### src/rtl/vga_timing_gen.sv
// vga_timing_gen - VGA scan timing source for the graphics controller.
//
// Produces the pixel strobe and scan coordinates used by the sprite/tank
// overlay stages, plus active-low hsync/vsync and blank.  Sync and blank are
// delayed by PIPE_DELAY pixel ticks so they line up with RGB returning from
// sprite memory.  vblank_o and frame_start_o let the CPU side rewrite sprite
// positions only outside the visible area.
//
// Ports:
//   clk            system clock, all logic on posedge
//   rst            asynchronous active-high reset
//   en_i           run enable; low freezes divider, counters and delay line
//   pix_tick_o     one-clk strobe per pixel (high in the clk the coordinates
//                  change)
//   x_pos_o        horizontal count, zero-extended to 32 bits
//   y_pos_o        vertical count, zero-extended to 32 bits
//   hsync_o        active-low hsync, delayed PIPE_DELAY ticks
//   vsync_o        active-low vsync, delayed PIPE_DELAY ticks
//   blank_o        high outside the visible area, delayed PIPE_DELAY ticks
//   vblank_o       high while y_pos_o >= V_VISIBLE (undelayed)
//   frame_start_o  one-clk pulse when the counters wrap to (0,0)
//   frame_count_o  frames completed
//
// Optional build macro: VGA_FRAME_COUNT_EN enables the 32-bit frame counter
// on frame_count_o; without it frame_count_o is tied to zero.
module vga_timing_gen #(
    parameter int CLK_DIV    = 2,
    parameter int H_VISIBLE  = 640,
    parameter int H_FRONT    = 16,
    parameter int H_SYNC     = 96,
    parameter int H_BACK     = 48,
    parameter int V_VISIBLE  = 480,
    parameter int V_FRONT    = 10,
    parameter int V_SYNC     = 2,
    parameter int V_BACK     = 33,
    parameter int PIPE_DELAY = 2
) (
    input  logic        clk,
    input  logic        rst,
    input  logic        en_i,
    output logic        pix_tick_o,
    output logic [31:0] x_pos_o,
    output logic [31:0] y_pos_o,
    output logic        hsync_o,
    output logic        vsync_o,
    output logic        blank_o,
    output logic        vblank_o,
    output logic        frame_start_o,
    output logic [31:0] frame_count_o
);

    localparam int H_TOTAL = H_VISIBLE + H_FRONT + H_SYNC + H_BACK;
    localparam int V_TOTAL = V_VISIBLE + V_FRONT + V_SYNC + V_BACK;
    localparam int DW      = (CLK_DIV > 1) ? $clog2(CLK_DIV) : 1;
    localparam int HW      = (H_TOTAL > 1) ? $clog2(H_TOTAL) : 1;
    localparam int VW      = (V_TOTAL > 1) ? $clog2(V_TOTAL) : 1;

    localparam logic [DW-1:0] DIV_LAST = DW'(CLK_DIV - 1);
    localparam logic [HW-1:0] H_LAST   = HW'(H_TOTAL - 1);
    localparam logic [VW-1:0] V_LAST   = VW'(V_TOTAL - 1);

    localparam logic [31:0] H_VIS_L  = 32'(H_VISIBLE);
    localparam logic [31:0] HS_START = 32'(H_VISIBLE + H_FRONT);
    localparam logic [31:0] HS_END   = 32'(H_VISIBLE + H_FRONT + H_SYNC);
    localparam logic [31:0] V_VIS_L  = 32'(V_VISIBLE);
    localparam logic [31:0] VS_START = 32'(V_VISIBLE + V_FRONT);
    localparam logic [31:0] VS_END   = 32'(V_VISIBLE + V_FRONT + V_SYNC);

    logic [DW-1:0] div_q, div_d;
    logic [HW-1:0] h_cnt_q, h_cnt_d;
    logic [VW-1:0] v_cnt_q, v_cnt_d;
    logic          pix_tick_q, pix_tick_d;
    logic          frame_start_q, frame_start_d;
    logic          advance;
    logic [31:0]   h_ext, v_ext;
    logic          hs_raw, vs_raw, bl_raw;

    // The counters move on the same edge that raises pix_tick, so the strobe
    // marks the first clk of each new pixel.
    always_comb begin
        advance       = en_i && (div_q == DIV_LAST);
        div_d         = div_q;
        h_cnt_d       = h_cnt_q;
        v_cnt_d       = v_cnt_q;
        pix_tick_d    = advance;
        frame_start_d = advance && (h_cnt_q == H_LAST) && (v_cnt_q == V_LAST);

        // Divider only moves while enabled, so a pending tick survives a pause.
        if (en_i) begin
            div_d = (div_q == DIV_LAST) ? '0 : div_q + DW'(1);
        end

        if (advance) begin
            if (h_cnt_q == H_LAST) begin
                h_cnt_d = '0;
                v_cnt_d = (v_cnt_q == V_LAST) ? '0 : v_cnt_q + VW'(1);
            end else begin
                h_cnt_d = h_cnt_q + HW'(1);
            end
        end
    end

    always_ff @(posedge clk or posedge rst) begin
        if (rst) begin
            div_q         <= '0;
            h_cnt_q       <= '0;
            v_cnt_q       <= '0;
            pix_tick_q    <= 1'b0;
            frame_start_q <= 1'b0;
        end else begin
            div_q         <= div_d;
            h_cnt_q       <= h_cnt_d;
            v_cnt_q       <= v_cnt_d;
            pix_tick_q    <= pix_tick_d;
            frame_start_q <= frame_start_d;
        end
    end

    // Decode from the registered counters.
    always_comb begin
        h_ext  = 32'(h_cnt_q);
        v_ext  = 32'(v_cnt_q);
        hs_raw = !((h_ext >= HS_START) && (h_ext < HS_END));
        vs_raw = !((v_ext >= VS_START) && (v_ext < VS_END));
        bl_raw = (h_ext >= H_VIS_L) || (v_ext >= V_VIS_L);
    end

    assign pix_tick_o    = pix_tick_q;
    assign frame_start_o = frame_start_q;
    assign x_pos_o       = h_ext;
    assign y_pos_o       = v_ext;
    assign vblank_o      = (v_ext >= V_VIS_L);

    generate
        if (PIPE_DELAY == 0) begin : g_no_pipe
            assign hsync_o = hs_raw;
            assign vsync_o = vs_raw;
            assign blank_o = bl_raw;
        end else begin : g_pipe
            // Each stage holds {hsync, vsync, blank}; the line shifts once per
            // pixel tick so the delay is measured in pixels, not clks.
            logic [2:0] stage_q [PIPE_DELAY];
            logic [2:0] stage_d [PIPE_DELAY];

            always_comb begin
                stage_d = stage_q;
                if (advance) begin
                    stage_d[0] = {hs_raw, vs_raw, bl_raw};
                    for (int i = 1; i < PIPE_DELAY; i++) begin
                        stage_d[i] = stage_q[i-1];
                    end
                end
            end

            // Stages preload to the idle (sync inactive, blanked) pattern so
            // no partial pulse leaves the line after reset.
            always_ff @(posedge clk or posedge rst) begin
                if (rst) begin
                    for (int i = 0; i < PIPE_DELAY; i++) begin
                        stage_q[i] <= 3'b111;
                    end
                end else begin
                    stage_q <= stage_d;
                end
            end

            assign {hsync_o, vsync_o, blank_o} = stage_q[PIPE_DELAY-1];
        end
    endgenerate

`ifdef VGA_FRAME_COUNT_EN
    logic [31:0] frame_count_q, frame_count_d;

    // Counts on the same edge that raises frame_start_o; wraps naturally.
    always_comb begin
        frame_count_d = frame_count_q;
        if (frame_start_d) begin
            frame_count_d = frame_count_q + 32'd1;
        end
    end

    always_ff @(posedge clk or posedge rst) begin
        if (rst) begin
            frame_count_q <= '0;
        end else begin
            frame_count_q <= frame_count_d;
        end
    end

    assign frame_count_o = frame_count_q;
`else
    assign frame_count_o = '0;
`endif

endmodule
### config.mk
export PLATFORM = sky130hd
export DESIGN_NAME = vga_timing_gen
export DESIGN_NICKNAME = d
export VERILOG_FILES = /design/src/rtl/vga_timing_gen.sv
export SDC_FILE = /design/constraint.sdc
export NUM_CORES = 1
export LEC_CHECK = 0
export ABC_AREA = 0
export BUFFER_PORTS_ARGS = -buffer_cell sky130_fd_sc_hd__buf_2
export CAP_MARGIN = 10
export CORE_AREA = 10 10 75 77
export CTS_BUF_LIST = sky130_fd_sc_hd__clkbuf_2
export CTS_CLUSTER_SIZE = 20
export DETAILED_ROUTE_END_ITERATION = 10
export DIE_AREA = 0 0 85 87
export PLACE_DENSITY = 0.84
export REMOVE_ABC_BUFFERS = 1
export SYNTH_ARGS = -nofsm -noshare
export SYNTH_HDL_FRONTEND = slang
export SYNTH_SLANG_ARGS = --single-unit
export TNS_END_PERCENT = 1
### constraint.sdc
create_clock -name clk -period 4.6 [get_ports clk]
set_input_delay 0.23 -clock clk [delete_from_list [all_inputs] [get_ports clk]]
set_output_delay 0.23 -clock clk [all_outputs]
set_load 0.005 [all_outputs]
Yosys cells after proc, flatten, opt, wreduce, memory -nomap -nowiden --
Index checks and enable logic that the tools add are counted.
Operators by class: eq/ne operators 2, order comparisons 6, add/subtract/negate cells 3, muxes and demuxes 3, reductions and logical operators 9
Operators by type and width (number):
- 10-bit by 1-bit adder with 10-bit output (second input constant) | 2
- 10-bit equality test (second input constant) | 2
- 10-bit greater-or-equal comparator (second input constant) | 2
- 10-bit by 9-bit greater-or-equal comparator with 1-bit output (second input constant) | 2
- 10-bit 2-to-1 mux | 2
- 10-bit less-than comparator (second input constant) | 1
- 10-bit by 9-bit less-than comparator with 1-bit output (second input constant) | 1
- 1-bit logical AND | 5
- 1-bit logical NOT | 2
- 2-bit AND reduction | 1
- 1-bit adder (second input constant) | 1
- 1-bit logical OR | 1
- 1-bit 2-to-1 mux | 1
Word-level totals: word-level logic and storage cells 30, register bits after elaboration 29, input port bits 3

Longest topological paths before layout --
Gate-level depths: netlist of run 1.
depth after elaboration 3, mapped depth 6

Worst setup path before layout of run 1 --
OpenSTA, ideal clock, no wires.
path kind flip-flop to flip-flop, start point register h_cnt_q[0], end point register v_cnt_q[8], path buffers 0, setup slack 2717 ps, stages on the path, launching flop included 6, data arrival time 1804 ps, period minus slack after synthesis 1883 ps, required time 4521 ps, library setup time 79 ps, cell sequence dfrtp_1 -> ha_1 -> nand3_1 -> or4_4 -> nor4_1 -> xor2_1
Between the ends: longest elaborated chain between the ends 2
RTL lines:
- start, declared | line 70 | logic [HW-1:0] h_cnt_q, h_cnt_d;
- start signal, assigned | line 112 | h_cnt_q <= h_cnt_d;
- 10-bit equality test | line 94 | if (h_cnt_q == H_LAST) begin
- 2-bit AND reduction (no line)
- end signal, assigned | line 113 | v_cnt_q <= v_cnt_d;
- end, declared | line 71 | logic [VW-1:0] v_cnt_q, v_cnt_d;
Every way passes these cells. A chain may end at the register's enable or synchronous reset.

Worst setup path in the final report of run 1 --
start point register h_cnt_q[0], end point register v_cnt_q[9]
Same word-level chain as after synthesis.

==> results.yml, run 1 <==
cts:
  clk_latency_ns: 0.37
  htreeDepth: 2
  cts_root_buffer: "clkbuf_2"
  clock_sinks: 29
  cts_resized: 0
  cts_tree: "yes"
  clk_pin_slew_worst_paths_ns: 0.14
  cts_max_path_buffers: 2
  cts_buffers: 5
synth:
  synth_area_sq_um: 1990
  synth_cell_types: 38
  ys_seq_area_frac: 0.369
  avgSynthCellArea_sq_um: 9.00
  synth_area_leaders: "dfrtp_1, buf_4, dfstp_2"
  synth_top_area_share: 0.289
  postSynth.asyncResetShare: 1.00
  netlist_top_cells_count: "buf_4, dfrtp_1, nand2_1"
  synth_flop_cell: "dfrtp_1"
  synth_seq_cells: 29
  ys_warn_count: 0
  synth_most_common_cell: "buf_4"
  synth_top_cell_by_area: "dfrtp_1"
  synthCells: 221
  synth_edf_count: 0
routing:
  vias: 1343
  routed_wl_um: 4190
  ant_nets: 0
  drc_errors: 0
  drtIter0Drc: 106
  viasPerCell: 4.39
  post_drt_wl_per_cell_um: 13.7
  dr.pass1.iters: 4
setup_path:
  crit_path_max_fanout: 9
  reg2reg_slack_ns: 2.54
  path_class: "reg -> reg"
  rr_worst_depth: 6
  r2r-start: "h_cnt_q[0]"
  arrival_ns: 2.35
  crit_chain: "ha_1, nand3_1, nor4_1, buf_4, nand4_1, and3b_1"
  cp_slowest_cell: "nor4_1"
  crit_family: "simple AND/OR/NAND/NOR gates"
  cp-start-kind: "register"
  r2r_end: "v_cnt_q[9]"
  max_stage_delay_ns: 0.57
  crit_buf_inv: 1
  cp_data_required_time_ns: 4.89
  path_depth: 6
  cp-end-kind: "register"
sta:
  fmax_mhz: 485
  worstMarginPinSlew_ns: 0.577
  period_needed_ns: 2.06
  setup_violations: 0
  skew_ns: 0.0179
  max_slew_margin: 0.612
  slew_viol_final: 0
  post-route-period-util: 0.448
  hold_viol_final: 0
  fin_tns_setup_ns: 0
  rsz0062_at_grt: "no"
global_route:
  gr-total-overflow: 0
  track_usage: 0.106
  grt_start_max_net_pins: 30
  grt_pass1_wl_um: 6520
  antenna_found_initial: 0
  grt_pass1_vias: 1383
floorplan:
  dieArea_sq_um: 7400
  die_h_um: 87
  initial_utilization: 0.470
  ios: 105
  rows: 24
  die_width_um: 85
  core_area_sq_um: 4230
worst_hold_path:
  hp-start: "en_i"
  min_to: "div_q"
  whs_path_depth: 2
  hold_path.class: "in -> reg"
job:
  drv_cap: 0
finish:
  n_fill_cell: 426
  syn2layout_area_growth_pct: -1.20
  drive_above_1_share: 0.185
  nNetsFinal: 260
  antenna_cells: 0
place:
  place.gp.congestion: 0.807
  hpwl_um: 3410
  port_buffers: 28
power:
  p_leak_uw: 0.00109
  power_density_nw_per_um2: 351
  peakVddDrop_uv: 140
  power_uw: 690
status:
  status: "complete, no violations"
## flip-flops by register name (all words and copies together), names as in the netlist
signal and count:
h_cnt_q 10, v_cnt_q 10, g_pipe.stage_q 3, blank_o 1, div_q 1, frame_start_o 1, hsync_o 1, pix_tick_o 1
vsync_o 1
## how the worst max path moves through the flow
stage,startpoint,endpoint,slack (ns)
finish,h_cnt_q[0],v_cnt_q[9],2.54
floorplan,h_cnt_q[0],h_cnt_q[9],2.41
detailed placement,h_cnt_q[1],v_cnt_q[9],2.54
global placement,h_cnt_q[1],v_cnt_q[9],2.63
CTS,h_cnt_q[1],v_cnt_q[9],2.55
global route,h_cnt_q[0],v_cnt_q[9],2.37
## repair_timing
item / 4_1_cts / 5_1_grt
hold buffers: 0 / 1
buffers inserted: 0 / 0
endpoints found under the hold margin: 0 / 9
## where the power goes
part | leakage [uW] | total, uW | switching (uW) | internal (uW)
sequential | 0.000363 | 385 | 57.8 | 328
combinational | 0.000699 | 182 | 108 | 74.1
clock | 0.0000306 | 123 | 82.3 | 40.6
## cells in the final DEF (no fill, tap or decap)
master         Yosys  final
a22o_1             1      1
buf_2              1     28
dlygate4sd3_1      0      1
ha_1               4      4
nor3_1             7      7
a31o_2             1      1
o21ai_0            8      8
nor4b_1            1      1
dfrtp_1           23     23
a211o_1            1      1
clkinv_1           1      2
nor2b_1            1      1
o22a_1             1      1
inv_1              6      6
a31oi_1            2      2
nand2b_1           1      1
xnor2_1            5      5
or4_4              1      1
o31ai_1            1      1
nand2_1           21     21
and3b_1            1      1
a21o_1             2      2
a21oi_1            2      2
buf_4             76      1
or2_1              1      1
or2_2              2      2
or3_1              1      1
nor4_1             5      5
nor2_1             8      8
nand4_1            9      9
conb_1             1     76
o21a_1             1      1
or4_1              1      1
dfstp_2            6      6
nand3_1            5      5
xor2_1             8      8
nand4b_1           1      1
clkbuf_2           3      7
buf_16             0      1
## metal layers
metal,share of wire,GRT usage
met5,0,0
met4,0.024,0.0494
met3,0.10,0.0543
met2,0.49,0.174
met1,0.38,0.110
## stage by stage
step / setup WS, ns / instances / instance area, sq um / utilization / hold slack (ns)
after global placement: 2.63 / 296 / 1890 / 0.446 / 0.440
after floorplan: 2.41 / 215 / 1680 / - / 0.304
after detailed placement: 2.54 / 296 / 1890 / 0.446 / 0.448
final: 2.54 / 306 / 1960 / 0.464 / 0.126
after CTS: 2.55 / 304 / 1930 / 0.455 / 0.106
after global routing: 2.37 / 306 / 1960 / 0.464 / 0.124
## logic make-up (layout without fill, tap and decap cells)
logic type / after synthesis / in the layout / synth area share
buf+inv: 88 / 46 / 0.312
simple gates: 66 / 66 / 0.171
compound gates: 20 / 20 / 0.0642
flops: 29 / 29 / 0.369
xor+xnor: 13 / 13 / 0.0573
fa+ha+maj: 4 / 4 / 0.0252
other cells: 1 / 76 / 0.00189
## cell type report
class                           instances  area [sq um]  share of cell area
Multi-Input combinational cell        179           916               0.466
Sequential cell                        29           733               0.373
Timing Repair Buffer                   31           185              0.0943
Inverter                                7          26.3              0.0134
Clock buffer                            7          35.0              0.0178
Clock inverter                          1          3.75             0.00191
Tap cell                               52          65.1              0.0331
## worst reg2reg max path: cells and delay by family, from the launching register on
family,cells,cell delay [ns]
DFF,1,0.45
and+or+nand+nor,4,1.00
adders and majority gates,1,0.26
buffers and inverters,1,0.27
No activity file was read; power rests on OpenSTA's default activity.
==> run 2, diff against run 1 <==
CORE_AREA = 10 10 77 79   (was 10 10 75 77)
DIE_AREA = 0 0 87 89   (was 0 0 85 87)
PLACE_DENSITY = 0.8   (was 0.84)
clock period = 2.1 ns   (was 4.6 ns; I/O delays follow)
==> results.yml, run 2 (synthesis gave the netlist of run 1 again) <==
status:
  status: "complete, no violations"
cts:
  cts_max_path_buffers: 2
  htreeDepth: 2
  cts_setup_buffers: 0
  clock_sinks: 29
  cts_buffers: 5
  cts_tree: "yes"
  clk_latency_ns: 0.37
  clk_pin_slew_worst_paths_ns: 0.15
  cts_root_buffer: "clkbuf_2"
sta:
  slew_viol_final: 0
  setup_violations: 0
  skew_ns: 0.0213
  rsz0062_at_grt: "no"
  post-route-period-util: 0.935
  setup_ws_ns: 0.138
  hold_viol_final: 0
  period_needed_ns: 1.96
  fmax_mhz: 510
routing:
  drc_errors: 0
  viasPerCell: 4.39
  routed_wl_um: 4260
  drtIter0Drc: 107
  dr.pass1.iters: 4
  vias: 1386
  post_drt_wl_per_cell_um: 13.5
  ant_nets: 0
global_route:
  antenna_found_initial: 0
  grt_pass1_vias: 1305
  grt_start_max_net_pins: 30
  gr-total-overflow: 0
  grt_pass1_wl_um: 6190
  track_usage: 0.0991
setup_path:
  crit_path_max_fanout: 6
  r2r_end: "v_cnt_q[7]"
  path_class: "reg -> reg"
  reg2reg_slack_ns: 0.14
  cp_data_required_time_ns: 2.41
  cp-start-kind: "register"
  r2r-start: "h_cnt_q[1]"
  cp-end-kind: "register"
  rr_worst_depth: 5
  cp-startpoint: "h_cnt_q[1]"
  arrival_ns: 2.27
power:
  power_density_nw_per_um2: 757
  p_leak_uw: 0.00112
  peakVddDrop_uv: 297
finish:
  multi_input_area_sq_um: 931
  syn2layout_area_growth_pct: 1.89
  n_fill_cell: 468
  drive_above_1_share: 0.221
  antenna_cells: 0
  seqCellArea_sq_um: 734
  final_cell_mix: "conb_1, buf_2, dfrtp_1, nand2_1"
  largestRegisters: "h_cnt_q (10), v_cnt_q (10), g_pipe.stage_q (3)"
  fin_cells: 316
  nNetsFinal: 268
  final_common_cell: "conb_1"
  fin_util: 0.447
floorplan:
  die_width_um: 87
  die_h_um: 89
  ios: 105
  rows: 25
  core_area_sq_um: 4540
  dieArea_sq_um: 7740
  initial_utilization: 0.438
place:
  dp.cells: 306
  place.gp.congestion: 0.785
  dp_slack_ns: 0.0861
  port_buffers: 28
  hpwl_um: 3440
job:
  drv_cap: 0
worst_hold_path:
  hold_path.class: "in -> async"
-- run 2: per-layer routing --
| metal | vias up | GRT usage | wire length [um] |
|---|---|---|---|
| met4 | 0 | 0.0442 | 78 |
| met3 | 5 | 0.0419 | 492 |
| met5 | - | 0 | 0 |
| met2 | 79 | 0.157 | 2040 |
| li1 | 661 | - | - |
| met1 | 641 | 0.114 | 1640 |
-- run 2: layout make-up --
cell class | count | share of cell area
Inverter | 7 | 0.0130
Multi-Input combinational cell | 179 | 0.460
Tap cell | 54 | 0.0334
Sequential cell | 29 | 0.363
Clock buffer | 7 | 0.0173
Timing Repair Buffer | 39 | 0.112
Clock inverter | 1 | 0.00185
-- run 2: timing repair --
| action | in CTS | in global routing |
|---|---|---|
| resized for setup | 0 | 4 |
| hold buffers | 2 | 0 |
| endpoints found under the setup margin | 0 | 3 |
| endpoints found under the hold margin | 24 | 0 |
-- run 2: stage by stage --
stage / area (sq um) / setup TNS (ns) / hold slack [ns] / total power (uW)
finish: 2030 / 0 / 0.310 / 1530
global route: 2030 / 0 / 0.354 / 1660
floorplan: 1680 / -0.134 / 0.179 / 1080
global placement: 1950 / 0 / 0.188 / 1250
CTS: 2010 / 0 / 0.312 / 1540
detailed placement: 1950 / 0 / 0.191 / 1270
-- run 2: worst max-delay path, cell delays in order (launching register included) --
cell and delay, ns:
dfrtp_2 0.43, ha_1 0.25, nand3_1 0.17, or4_4 0.60, nor4_2 0.32, xor2_1 0.17
-- run 2: worst max-delay path by stage --
stage / cells past startpoint / end / slack (ns)
finish: 5 / v_cnt_q[7] / 0.14
global route: 5 / v_cnt_q[6] / 0.04
CTS: 5 / v_cnt_q[7] / 0.08
detailed placement: 5 / v_cnt_q[7] / 0.09
global placement: 5 / v_cnt_q[8] / 0.18
floorplan: 5 / h_cnt_q[9] / -0.09
-- run 2: power by group --
| part | total, uW | leakage [uW] | switching [uW] | internal, uW |
|---|---|---|---|---|
| Combinational | 427 | 0.000730 | 247 | 180 |
| Sequential | 835 | 0.000362 | 115 | 719 |
| Clock | 272 | 0.0000306 | 183 | 89.0 |
==> run 3, diff against run 2 <==
ABC_AREA = 1   (was 0)
CORE_AREA = 10 10 79 81   (was 10 10 77 79)
DIE_AREA = 0 0 89 91   (was 0 0 87 89)
PLACE_DENSITY = 0.81   (was 0.8)
==> results.yml, run 3 <==
status:
  status: "complete, no violations"
power:
  power_density_nw_per_um2: 701
  clkPwrFrac: 0.184
  comb_power_share: 0.297
  internal-power_uw: 924
  p_leak_uw: 0.00122
  pwr-share-seq: 0.519
  switchingPower_uw: 587
  switching_share: 0.388
  peakVddDrop_uv: 240
routing:
  drc_errors: 0
  ant_nets: 0
  vias: 1665
  viasPerCell: 4.40
  post_drt_wl_per_cell_um: 12.3
  routed_wl_um: 4630
  dr.pass1.iters: 4
  drtIter0Drc: 61
synth:
  synth_edf_count: 0
  synth_most_common_cell: "buf_4"
  synth_top_area_share: 0.263
  postSynth.asyncResetShare: 1.00
  ys_seq_area_frac: 0.335
  netlist_top_cells_count: "buf_4, nand2_1, inv_1"
  avgSynthCellArea_sq_um: 7.59
  synth_flop_cell: "dfrtp_1"
  synth_area_sq_um: 2190
  synth_cell_types: 25
  synth_seq_cells: 29
  synth_area_leaders: "dfrtp_1, buf_4, nand2_1"
  ys_warn_count: 0
  synth_top_cell_by_area: "dfrtp_1"
  synthCells: 288
setup_path:
  reg2reg_slack_ns: 0.41
  crit_path_max_fanout: 13
  path_class: "reg -> reg"
  arrival_ns: 1.96
  r2r_end: "v_cnt_q[3]"
  rr_worst_depth: 8
  r2r-start: "h_cnt_q[0]"
  cp_data_required_time_ns: 2.37
  cp-end-kind: "register"
  cp-start-kind: "register"
  cp-startpoint: "h_cnt_q[0]"
finish:
  final_common_cell: "conb_1"
  largestRegisters: "h_cnt_q (10), v_cnt_q (10), g_pipe.stage_q (3)"
  nNetsFinal: 330
  syn2layout_area_growth_pct: -1.49
  fin_cells: 378
  finalInstanceArea_sq_um: 2150
  antenna_cells: 0
  drive_above_1_share: 0.164
  final_cell_mix: "conb_1, nand2_1, inv_1, buf_2, dfrtp_1"
floorplan:
  ios: 105
  rows: 25
  die_width_um: 89
  dieArea_sq_um: 8100
  initial_utilization: 0.469
  core_area_sq_um: 4660
  die_h_um: 91
cts:
  cts_setup_buffers: 0
  htreeDepth: 2
  cts_max_path_buffers: 2
  cts_hold_buf: 2
  cts_resized: 0
  clk_latency_ns: 0.37
  clk_pin_slew_worst_paths_ns: 0.15
  cts_buffers: 5
  cts_tree: "yes"
  clock_sinks: 29
  cts_root_buffer: "clkbuf_2"
sta:
  skew_ns: 0.0204
  rsz0062_at_grt: "no"
  fin_tns_setup_ns: 0
  post-route-period-util: 0.805
  slew_viol_final: 0
  period_needed_ns: 1.69
  hold_viol_final: 0
  fmax_mhz: 592
  setup_violations: 0
place:
  place.gp.congestion: 0.870
  placed_cell_area_sq_um: 2090
  port_buffers: 28
  hpwl_um: 3800
  dp.cells: 368
global_route:
  gr-total-overflow: 0
  grt_start_max_net_pins: 30
  grt_pass1_wl_um: 7250
  grt_pass1_vias: 1571
  track_usage: 0.111
  antenna_found_initial: 0
worst_hold_path:
  hold_path.class: "in -> async"
job:
  drv_cap: 0
==> run 3: how the worst max path moves through the flow <==
stage	end	slack, ns	depth (start not counted)
2_1_floorplan	v_cnt_q[4]	0.63	8
3_3_place_gp	v_cnt_q[1]	0.54	7
3_5_place_dp	v_cnt_q[3]	0.43	8
4_1_cts	v_cnt_q[3]	0.40	8
5_1_grt	vblank_o	0.24	3
6_report	v_cnt_q[3]	0.41	8
==> run 3: routing by layer <==
metal | part of all wire | GRT usage | vias to the layer above
met5 | 0 | 0 | -
met4 | 0.012 | 0.0358 | 0
met3 | 0.13 | 0.0474 | 7
met2 | 0.45 | 0.181 | 86
met1 | 0.41 | 0.126 | 757
li1 | - | - | 815
==> run 3: cells by family after synthesis <==
logic type / share of synthesized area
compound gates: 0.0561
xor+xnor: 0.0200
fa+ha+maj: 0.0229
buf+inv: 0.335
flops: 0.335
other cells: 0.00171
simple gates: 0.229
==> run 3: critical path, cell delays in order, from the launching register on <==
cell and delay [ns]:
dfrtp_1 0.44, ha_1 0.19, nand2_1 0.13, nor2_4 0.14, nand3_2 0.12, nor2_4 0.26, inv_1 0.16, nand2_1 0.08
o21ai_1 0.06
==> run 3: power groups by stage <==
stage          Clock (uW)  Combinational, uW  Sequential (uW)
6_report              278                448              784
5_1_grt               319                524              808
4_1_cts               289                449              786
3_5_place_dp            0                443              797
3_3_place_gp            0                438              789
2_1_floorplan           0                275              788
==> run 3: metrics by stage <==
step / power [uW] / setup slack, ns / hold slack (ns) / util
after floorplan: 1060 / 0.629 / 0.179 / -
after global placement: 1230 / 0.544 / 0.188 / 0.449
after detailed placement: 1240 / 0.431 / 0.190 / 0.449
after CTS: 1520 / 0.402 / 0.324 / 0.462
after global routing: 1650 / 0.239 / 0.337 / 0.462
final: 1510 / 0.409 / 0.320 / 0.462
==> run 3: area by class of cell <==
class / count / area (sq um)
clock buffers: 7 / 35.0
clock inverters: 1 / 5.00
fillers: 493 / 2510
inverters: 36 / 135
multi-input cells: 219 / 1000
flip-flops and latches: 29 / 733
well taps: 54 / 67.6
repair buffers: 32 / 175
